### src/rtl/ysyx_23060203_arb_pkg.sv
// Shared types and constants for the two-master AXI read arbiter.
// The build macro YSYX_23060203_ARB_RR_EN selects the tie rule in ysyx_23060203_arb_pick.
package ysyx_23060203_arb_pkg;

   typedef enum logic [1:0] {
      IDLE = 2'd0,
      AR   = 2'd1,
      R    = 2'd2
   } arb_state_t;

   localparam logic ARB_IFU   = 1'b0;
   localparam logic ARB_LSU   = 1'b1;
   localparam int   ARB_LEN_W = 8;

   // Beat counter decrement that parks at zero instead of wrapping.
   function automatic logic [ARB_LEN_W-1:0] beat_dec(input logic [ARB_LEN_W-1:0] cnt);
      return (cnt == '0) ? '0 : cnt - ARB_LEN_W'(1);
   endfunction

endpackage

### src/rtl/ysyx_23060203_arb_pick.sv
// Combinational 2-way request picker; tie rule set by YSYX_23060203_ARB_RR_EN
// (defined: round-robin against last owner, undefined: LSU wins ties).
module ysyx_23060203_arb_pick
   import ysyx_23060203_arb_pkg::*;
(
   input  logic [1:0] req_i,
   input  logic       last_i,
   input  logic       mode_i,
   output logic       valid_o,
   output logic       idx_o
);

   logic tie_idx;

`ifdef YSYX_23060203_ARB_RR_EN
   assign tie_idx = ~last_i;
`else
   assign tie_idx = ARB_LSU;
`endif

   // mode_i opens the arbitration window; outside it nothing is granted.
   always_comb begin
      valid_o = mode_i & (|req_i);
      idx_o   = last_i;
      unique case (req_i)
         2'b01:   idx_o = ARB_IFU;
         2'b10:   idx_o = ARB_LSU;
         2'b11:   idx_o = tie_idx;
         default: idx_o = last_i;
      endcase
   end

endmodule

### src/rtl/ysyx_23060203_axi_read_arbiter.sv
// Two-to-one AXI read arbiter (IFU = master 0, LSU = master 1) onto one read slave.
// Grant taken on AR, held until the rlast beat; YSYX_23060203_ARB_RR_EN selects round-robin ties.
module ysyx_23060203_axi_read_arbiter
   import ysyx_23060203_arb_pkg::*;
#(
   parameter int ID_W   = 4,
   parameter int ADDR_W = 32,
   parameter int DATA_W = 64
) (
   input  logic              clk,
   input  logic              rst,

   input  logic              ifu_arvalid_i,
   output logic              ifu_arready_o,
   input  logic [ADDR_W-1:0] ifu_araddr_i,
   input  logic [7:0]        ifu_arlen_i,
   input  logic [2:0]        ifu_arsize_i,
   input  logic [1:0]        ifu_arburst_i,
   input  logic [ID_W-1:0]   ifu_arid_i,
   output logic              ifu_rvalid_o,
   input  logic              ifu_rready_i,
   output logic [DATA_W-1:0] ifu_rdata_o,
   output logic [1:0]        ifu_rresp_o,
   output logic [ID_W-1:0]   ifu_rid_o,
   output logic              ifu_rlast_o,

   input  logic              lsu_arvalid_i,
   output logic              lsu_arready_o,
   input  logic [ADDR_W-1:0] lsu_araddr_i,
   input  logic [7:0]        lsu_arlen_i,
   input  logic [2:0]        lsu_arsize_i,
   input  logic [1:0]        lsu_arburst_i,
   input  logic [ID_W-1:0]   lsu_arid_i,
   output logic              lsu_rvalid_o,
   input  logic              lsu_rready_i,
   output logic [DATA_W-1:0] lsu_rdata_o,
   output logic [1:0]        lsu_rresp_o,
   output logic [ID_W-1:0]   lsu_rid_o,
   output logic              lsu_rlast_o,

   output logic              out_arvalid_o,
   input  logic              out_arready_i,
   output logic [ADDR_W-1:0] out_araddr_o,
   output logic [7:0]        out_arlen_o,
   output logic [2:0]        out_arsize_o,
   output logic [1:0]        out_arburst_o,
   output logic [ID_W-1:0]   out_arid_o,
   input  logic              out_rvalid_i,
   output logic              out_rready_o,
   input  logic [DATA_W-1:0] out_rdata_i,
   input  logic [1:0]        out_rresp_i,
   input  logic [ID_W-1:0]   out_rid_i,
   input  logic              out_rlast_i,

   output logic              busy_o,
   output logic              gnt_o
);

   arb_state_t             state_q, state_d;
   logic                   gnt_q, gnt_d;
   logic [ARB_LEN_W-1:0]   cnt_q, cnt_d;

   logic                   pick_valid;
   logic                   pick_idx;
   logic                   sel_arvalid;
   logic                   sel_rready;
   logic                   in_ar;
   logic                   in_r;
   logic                   ar_hs;
   logic                   r_hs;

   ysyx_23060203_arb_pick u_pick (
      .req_i   ({lsu_arvalid_i, ifu_arvalid_i}),
      .last_i  (gnt_q),
      .mode_i  (state_q == IDLE),
      .valid_o (pick_valid),
      .idx_o   (pick_idx)
   );

   assign in_ar = (state_q == AR);
   assign in_r  = (state_q == R);

   // AR channel: downstream request fields follow the owner; arvalid only escapes in AR.
   always_comb begin
      if (gnt_q == ARB_LSU) begin
         sel_arvalid   = lsu_arvalid_i;
         sel_rready    = lsu_rready_i;
         out_araddr_o  = lsu_araddr_i;
         out_arlen_o   = lsu_arlen_i;
         out_arsize_o  = lsu_arsize_i;
         out_arburst_o = lsu_arburst_i;
         out_arid_o    = lsu_arid_i;
      end else begin
         sel_arvalid   = ifu_arvalid_i;
         sel_rready    = ifu_rready_i;
         out_araddr_o  = ifu_araddr_i;
         out_arlen_o   = ifu_arlen_i;
         out_arsize_o  = ifu_arsize_i;
         out_arburst_o = ifu_arburst_i;
         out_arid_o    = ifu_arid_i;
      end
   end

   assign out_arvalid_o = in_ar & sel_arvalid;
   assign out_rready_o  = in_r & sel_rready;
   assign ar_hs         = out_arvalid_o & out_arready_i;
   assign r_hs          = in_r & out_rvalid_i & sel_rready;

   // Upstream returns: only the owner sees handshakes and R payload, the other reads zero.
   always_comb begin
      ifu_arready_o = 1'b0;
      ifu_rvalid_o  = 1'b0;
      ifu_rdata_o   = '0;
      ifu_rresp_o   = '0;
      ifu_rid_o     = '0;
      ifu_rlast_o   = 1'b0;
      lsu_arready_o = 1'b0;
      lsu_rvalid_o  = 1'b0;
      lsu_rdata_o   = '0;
      lsu_rresp_o   = '0;
      lsu_rid_o     = '0;
      lsu_rlast_o   = 1'b0;
      if (gnt_q == ARB_LSU) begin
         lsu_arready_o = in_ar & out_arready_i;
         lsu_rvalid_o  = in_r & out_rvalid_i;
         lsu_rdata_o   = out_rdata_i;
         lsu_rresp_o   = out_rresp_i;
         lsu_rid_o     = out_rid_i;
         lsu_rlast_o   = out_rlast_i;
      end else begin
         ifu_arready_o = in_ar & out_arready_i;
         ifu_rvalid_o  = in_r & out_rvalid_i;
         ifu_rdata_o   = out_rdata_i;
         ifu_rresp_o   = out_rresp_i;
         ifu_rid_o     = out_rid_i;
         ifu_rlast_o   = out_rlast_i;
      end
   end

   always_comb begin
      state_d = state_q;
      gnt_d   = gnt_q;
      cnt_d   = cnt_q;
      unique case (state_q)
         IDLE: begin
            if (pick_valid) begin
               gnt_d   = pick_idx;
               state_d = AR;
            end
         end
         AR: begin
            if (ar_hs) begin
               cnt_d   = out_arlen_o;
               state_d = R;
            end
         end
         R: begin
            if (r_hs) begin
               cnt_d = beat_dec(cnt_q);
               if (out_rlast_i) begin
                  state_d = IDLE;
               end
            end
         end
         default: state_d = IDLE;
      endcase
   end

   always_ff @(posedge clk or posedge rst) begin
      if (rst) begin
         state_q <= IDLE;
         gnt_q   <= ARB_LSU;
         cnt_q   <= '0;
      end else begin
         state_q <= state_d;
         gnt_q   <= gnt_d;
         cnt_q   <= cnt_d;
      end
   end

   assign busy_o = (state_q != IDLE);
   assign gnt_o  = gnt_q;

`ifndef SYNTHESIS
   // rlast always wins; a beat count that disagrees points at a misbehaving slave.
   always @(posedge clk) begin
      if (!rst && r_hs) begin
         ARB_CHECK: assert (out_rlast_i == (cnt_q == '0))
            else $error("ARB_CHECK: rlast=%0b with beat count %0d", out_rlast_i, cnt_q);
      end
   end
`endif

endmodule

### config.mk
export PLATFORM = sky130hd
export DESIGN_NAME = ysyx_23060203_axi_read_arbiter
export DESIGN_NICKNAME = d
export VERILOG_FILES = /design/src/rtl/ysyx_23060203_arb_pkg.sv /design/src/rtl/ysyx_23060203_arb_pick.sv /design/src/rtl/ysyx_23060203_axi_read_arbiter.sv
export SDC_FILE = /design/constraint.sdc
export NUM_CORES = 1
export LEC_CHECK = 0
export CAP_MARGIN = 30
export CELL_PAD_IN_SITES_DETAIL_PLACEMENT = 1
export CELL_PAD_IN_SITES_GLOBAL_PLACEMENT = 1
export CORE_AREA = 2 2 145 147
export CTS_BUF_LIST = sky130_fd_sc_hd__clkbuf_8
export CTS_CLUSTER_SIZE = 25
export DETAILED_ROUTE_END_ITERATION = 16
export DIE_AREA = 0 0 147 149
export PLACE_DENSITY_LB_ADDON = 0.1
export SLEW_MARGIN = 25
export SYNTH_ARGS = -nofsm -noshare
export SYNTH_HDL_FRONTEND = slang
export SYNTH_HIERARCHICAL = 1
export SYNTH_SLANG_ARGS = --single-unit
export TNS_END_PERCENT = 100
### constraint.sdc
create_clock -name clk -period 1.6 [get_ports clk]
set_input_delay 0.32 -clock clk [delete_from_list [all_inputs] [get_ports clk]]
set_output_delay 0.32 -clock clk [all_outputs]
set_load 0.02 [all_outputs]
==> flow_summary.json, run 1 <==
{
  "end_kind": "output pin",
  "syn_avg_cell_area_um2": 7.429,
  "p_total_mw": 9.816,
  "hpwlAfterDp_um": 12170,
  "pre_cts_ws_ns": -0.6330,
  "violations": "setup timing",
  "reg2reg_depth": 5,
  "ys_async_sr_fraction": 1.000,
  "multi_input_area_um2": 1783,
  "h-tree-depth": 1,
  "portBuffers": 375,
  "first_global_vias": 3511,
  "p_clk_frac": 0.022,
  "ctsLongestPathBuffers": 2,
  "ctsHoldBuffers": 0,
  "via_per_inst": 3.574,
  "ys_seq_area_frac": 0.04281,
  "fin_setup_tns_ns": -56.75,
  "grt_max_degree": 46,
  "pwr-share-seq": 0.018,
  "drc": 0,
  "combPwrFrac": 0.960,
  "skew_ns": 0.001296,
  "syn_nets": 417,
  "wirelength_um": 15290,
  "power_leakage_nw": 2.981,
  "tightest_slew_ns": 0.2418,
  "start_util": 0.08673,
  "peakVddDrop_mv": 0.5619,
  "p_per_area_nw_per_um2": 1547,
  "die_height_um": 149,
  "cp_max_fo": 8,
  "nFillCells": 2426,
  "critical_path_class": "flop to output pin",
  "ant_nets": 0,
  "drtPass1Iterations": 4,
  "period_share": 1.261,
  "synth.distinct_cells": 21,
  "crit_cells": 5,
  "cp_cell_sequence": "buf_12 -> buf_12 -> mux2_4 -> and2_4 -> buf_6",
  "slowest_delay_ns": 0.63,
  "rsz0062_at_grt": "yes",
  "synth_flop_cell": "dfrtp_1",
  "cp-start-kind": "flop",
  "antenna_cells": 0,
  "maxSlewHeadroom": 0.8385,
  "fin_ws_ns": -0.4176,
  "critPathLaunch": "gnt_o",
  "final_cell_mix": "176 x clkdlybuf4s50_1, 123 x buf_4, 64 x nor2b_1, 61 x and2_2, 56 x buf_2",
  "r2r-start": "gnt_o",
  "dieArea_um2": 21900,
  "critPathTopFamily": "flip-flops",
  "grt_first_pass_wirelength_um": 20560,
  "hold_class": "primary input to async pin",
  "cpMostUsedCell": "buf_12",
  "critPathSlowestCell": "dfstp_4",
  "status": "complete, but fails checks",
  "numClockSinks": 3,
  "setup_viol": 200,
  "final_hold_viol_count": 0,
  "area_growth_pct": 255.9,
  "initialDrtViolationCount": 27,
  "post_drt_wl_per_cell_um": 16.37,
  "syn_inst": 240,
  "final_util": 0.3087,
  "die-width_um": 147,
  "crit_buf_inv": 3,
  "power_switching_mw": 4.563,
  "layout_min_cycle_time_ns": 2.018,
  "place.gp.congestion": 0.7498,
  "syn_area_um2": 1783,
  "synth_edf_count": 0,
  "final_common_cell": "clkdlybuf4s50_1",
  "vias": 3338,
  "clock.fmax_mhz": 495.6,
  "regArea_um2": 80.08,
  "p_int_mw": 5.254,
  "io_pins": 376,
  "drv_cap": 0,
  "worstPathArrival_ns": 1.70,
  "cp.required_ns": 1.28,
  "grt_overflow": 0,
  "antenna_found_initial": 0,
  "slew_violations": 0,
  "cts_made_buffers": 3,
  "root_buffer": "clkbuf_8",
  "layout-drive-gt1-share": 0.5797,
  "clock_latency_ns": 0.22,
  "holdWs_ns": 0.2771,
  "core_um2": 20560,
  "clkTransAtPathRegs_ns": 0.03,
  "grt_util_all_layers": 0.1196,
  "yosys_register_bits": 3,
  "yosys_warnings": 6,
  "tritoncts": "done",
  "swShare": 0.4648,
  "fin_nets": 837,
  "row_count": 53
}
==> registers in the layout, indices dropped and copies added, names as in the netlist <==
signal,count
gnt_o,1
state_q,2
==> cell usage after synthesis (all sizes together) (2+ instances only) <==
cell type	instances	area share
nor2	3	0.0063
buf	8	0.029
dfrtp	2	0.028
and3	2	0.0070
nor2b	73	0.26
inv	3	0.0063
nand2	2	0.0042
clkbuf	14	0.029
and2	72	0.25
mux2	52	0.33
==> path summary, 6_finish.rpt <==
check                      slack [ns]            end
max                             -0.42  out_arvalid_o
min                              0.28     state_q[0]
max reg2reg                     -0.10     state_q[0]
min reg2reg                      0.59     state_q[0]
max in group asynchronous        1.11          gnt_o
min in group clk                 0.59     state_q[0]
==> metrics by stage <==
step | instance area (um^2) | std cells
floorplan | 1884 | 240
global route | 6346 | 934
detailed placement | 6132 | 894
CTS | 5962 | 918
finish | 6346 | 934
global placement | 6132 | 894
==> per-layer routing <==
layer,wire length [um],part of all wire,up-vias,track usage
met4,91,0.0060,0,0.01106
met3,1579,0.10,6,0.04679
met2,8294,0.54,226,0.2385
met5,0,0,-,0
met1,5325,0.35,1495,0.1214
li1,-,-,1611,-
==> timing repair <==
action / CTS / global route
endpoints found under the setup margin: 199 / 201
buffers inserted: 16 / 11
gates resized for setup: 722 / 247
gates cloned: 4 / 7
==> power by group through the flow <==
stage,Sequential [mW],Combinational (mW),Clock (mW)
after floorplan,0.183,4.09,0
after global placement,0.240,8.27,0
after detailed placement,0.248,8.29,0
after CTS,0.180,8.41,0.219
after global routing,0.186,10.0,0.224
final,0.180,9.42,0.215
==> kinds of logic after synthesis <==
kind of cell,Yosys count,share of synthesized area
AO/OA/AOI/OAI,4,0.01685
buffers and inverters,25,0.06526
flip-flops,3,0.04281
multiplexers,52,0.3326
AND/OR/NAND/NOR,156,0.5425
==> cell type report <==
type	instances	area share
tap	275	0.05422
clock inverter	1	0.0005915
sequential	3	0.01262
clock buffer	3	0.006506
inverter	3	0.001774
timing repair buffer	437	0.6433
multi-input combinational	212	0.2810
Power figures use the tool's default switching activity.
==> run 2: changes to the inputs <==
--- a/config.mk
+++ b/config.mk
@@ -13,6 +13,7 @@
 export CTS_CLUSTER_SIZE = 25
 export DETAILED_ROUTE_END_ITERATION = 16
 export DIE_AREA = 0 0 147 149
+export GPL_TIMING_DRIVEN = 1
 export PLACE_DENSITY_LB_ADDON = 0.1
 export SLEW_MARGIN = 25
 export SYNTH_ARGS = -nofsm -noshare
==> results of run 2 <==
Same layout as run 1: the final DEF is identical, and so are final timing and power.
==> run 3: changes to the inputs <==
--- a/config.mk
+++ b/config.mk
@@ -7,12 +7,13 @@
 export LEC_CHECK = 0
 export CAP_MARGIN = 30
 export CELL_PAD_IN_SITES_DETAIL_PLACEMENT = 1
-export CELL_PAD_IN_SITES_GLOBAL_PLACEMENT = 1
-export CORE_AREA = 2 2 145 147
+export CELL_PAD_IN_SITES_GLOBAL_PLACEMENT = 2
+export CORE_AREA = 2 2 146 148
 export CTS_BUF_LIST = sky130_fd_sc_hd__clkbuf_8
 export CTS_CLUSTER_SIZE = 25
 export DETAILED_ROUTE_END_ITERATION = 16
-export DIE_AREA = 0 0 147 149
+export DIE_AREA = 0 0 148 150
+export DONT_BUFFER_PORTS = 1
 export GPL_TIMING_DRIVEN = 1
 export PLACE_DENSITY_LB_ADDON = 0.1
 export SLEW_MARGIN = 25
==> flow_summary.json, run 3 (synthesis results as in run 1) <==
{
  "p_int_mw": 3.586,
  "ant_nets": 0,
  "violations": "setup timing",
  "antenna_found_initial": 2,
  "hpwlAfterDp_um": 9367,
  "dieArea_um2": 22200,
  "start_util": 0.08618,
  "placed_cell_area_um2": 2909,
  "worstPathArrival_ns": 1.58,
  "combPwrFrac": 0.942,
  "peakVddDrop_mv": 0.5291,
  "min_path_cells": 1,
  "clock.fmax_mhz": 525.8,
  "nFillCells": 2428,
  "tritoncts": "done",
  "final_area_um2": 3461,
  "core_um2": 20690,
  "die-width_um": 148,
  "layout_min_cycle_time_ns": 1.902,
  "pre_cts_ws_ns": -0.1008,
  "initialDrtViolationCount": 22,
  "hold_class": "primary input to flop",
  "fin_setup_tns_ns": -45.38,
  "largest_register_ffs": 2,
  "cts_made_buffers": 3,
  "regMostFlops": "state_q",
  "skew_ns": 0.0005513,
  "grt_max_degree": 36,
  "cp.required_ns": 1.28,
  "regArea_um2": 80.08,
  "final_hold_viol_count": 0,
  "fin_ws_ns": -0.3019,
  "row_count": 53,
  "final_common_cell": "buf_4",
  "rsz0062_at_grt": "yes",
  "status": "complete, but fails checks",
  "holdWs_ns": 0.2295,
  "drv_cap": 0,
  "die_height_um": 150,
  "ctsLongestPathBuffers": 2,
  "area_growth_pct": 94.11,
  "swShare": 0.5249,
  "final_cell_mix": "84 x buf_4, 68 x and2_4, 67 x nor2b_1, 30 x mux2_4, 22 x mux2_2",
  "grt_util_all_layers": 0.08146,
  "clock_latency_ns": 0.21,
  "period_share": 1.189,
  "cp_max_fo": 6,
  "tightest_slew_ns": 0.2473,
  "cp-start-kind": "flop",
  "first_global_vias": 2193,
  "place.gp.congestion": 0.7505,
  "wirelength_um": 11330,
  "p_per_area_nw_per_um2": 2181,
  "maxSlewHeadroom": 0.8344,
  "io_pins": 376,
  "multi_input_area_um2": 1913,
  "portBuffers": 0,
  "power_switching_mw": 3.961,
  "reg2reg_depth": 6,
  "vias": 2145,
  "power_leakage_nw": 1.596,
  "grt_overflow": 0,
  "via_per_inst": 3.540,
  "layout-drive-gt1-share": 0.7386,
  "end_kind": "output pin",
  "fin_nets": 507,
  "drtPass1Iterations": 3,
  "setup_viol": 196,
  "numClockSinks": 3,
  "drc": 0,
  "grt_first_pass_wirelength_um": 13560,
  "h-tree-depth": 1,
  "root_buffer": "clkbuf_8",
  "critical_path_class": "flop to output pin",
  "clkTransAtPathRegs_ns": 0.03,
  "slew_violations": 0,
  "p_clk_frac": 0.028,
  "post_drt_wl_per_cell_um": 18.70,
  "pwr-share-seq": 0.030
}
## run 3: changes by cell type in the layout (fill, tap and decap cells not counted), sizes merged
cell / delta
bufbuf: -1
dlygate4sd3: +1
buf: -136
clkbuf: -8
dlygate4sd2: -9
diode: +2
dlymetal6s2s: -1
clkdlybuf4s50: -176
## run 3: power groups by stage
stage / Clock, mW / Combinational [mW] / Sequential [mW]
2_1_floorplan: 0 / 4.09 / 0.183
6_report: 0.213 / 7.11 / 0.227
5_1_grt: 0.230 / 7.51 / 0.238
3_3_place_gp: 0 / 5.82 / 0.205
4_1_cts: 0.221 / 6.67 / 0.227
3_5_place_dp: 0 / 5.80 / 0.207
## run 3: worst max-delay path, stage by stage, from the launching register on
cell and delay (ns):
dfstp_4 0.67, buf_12 0.14, mux2_4 0.30, nor2b_4 0.13, buf_6 0.13
## run 3: routing by layer
| layer | share of wire | GRT usage | vias up | routed length, um |
|---|---|---|---|---|
| li1 | - | - | 945 | - |
| met1 | 0.31 | 0.07123 | 974 | 3529 |
| met2 | 0.58 | 0.1789 | 220 | 6558 |
| met3 | 0.10 | 0.02043 | 6 | 1137 |
| met4 | 0.0094 | 0.02000 | 0 | 107 |
| met5 | 0 | 0 | - | 0 |
## run 3: area by class of cell
| class | instances | area share |
|---|---|---|
| Timing Repair Buffer | 107 | 0.3069 |
| Clock buffer | 3 | 0.01193 |
| Multi-Input combinational cell | 212 | 0.5528 |
| Clock inverter | 1 | 0.001085 |
| Antenna cell | 2 | 0.001446 |
| Sequential cell | 3 | 0.02314 |
| Inverter | 3 | 0.003254 |
| Tap cell | 275 | 0.09942 |
## run 3: final timing paths
path | endpoint | slack, ns | start
max in group asynchronous | gnt_o | 0.97 | rst
worst min-delay path | state_q[0] | 0.23 | out_arready_i
min in group asynchronous | state_q[0] | 0.42 | rst
worst min register to register | state_q[0] | 0.56 | state_q[1]
worst max register to register | state_q[1] | -0.19 | gnt_o
worst max-delay path | out_rready_o | -0.30 | gnt_o
## run 3: stage by stage
step	std cells	power [mW]	utilization
after floorplan	240	4.277	-
after global placement	587	6.029	0.1406
after detailed placement	587	6.008	0.1406
after CTS	600	7.120	0.1586
after global routing	606	7.977	0.1673
final	606	7.547	0.1673
## run 3: repair_timing
action | 4_1_cts | 5_1_grt
endpoints found under the hold margin | 2 | 0
resized for setup | 70 | 59
hold buffers | 1 | 0
setup buffers | 5 | 2
gates cloned | 3 | 4
endpoints found under the setup margin | 199 | 200
pin swaps | 2 | 3
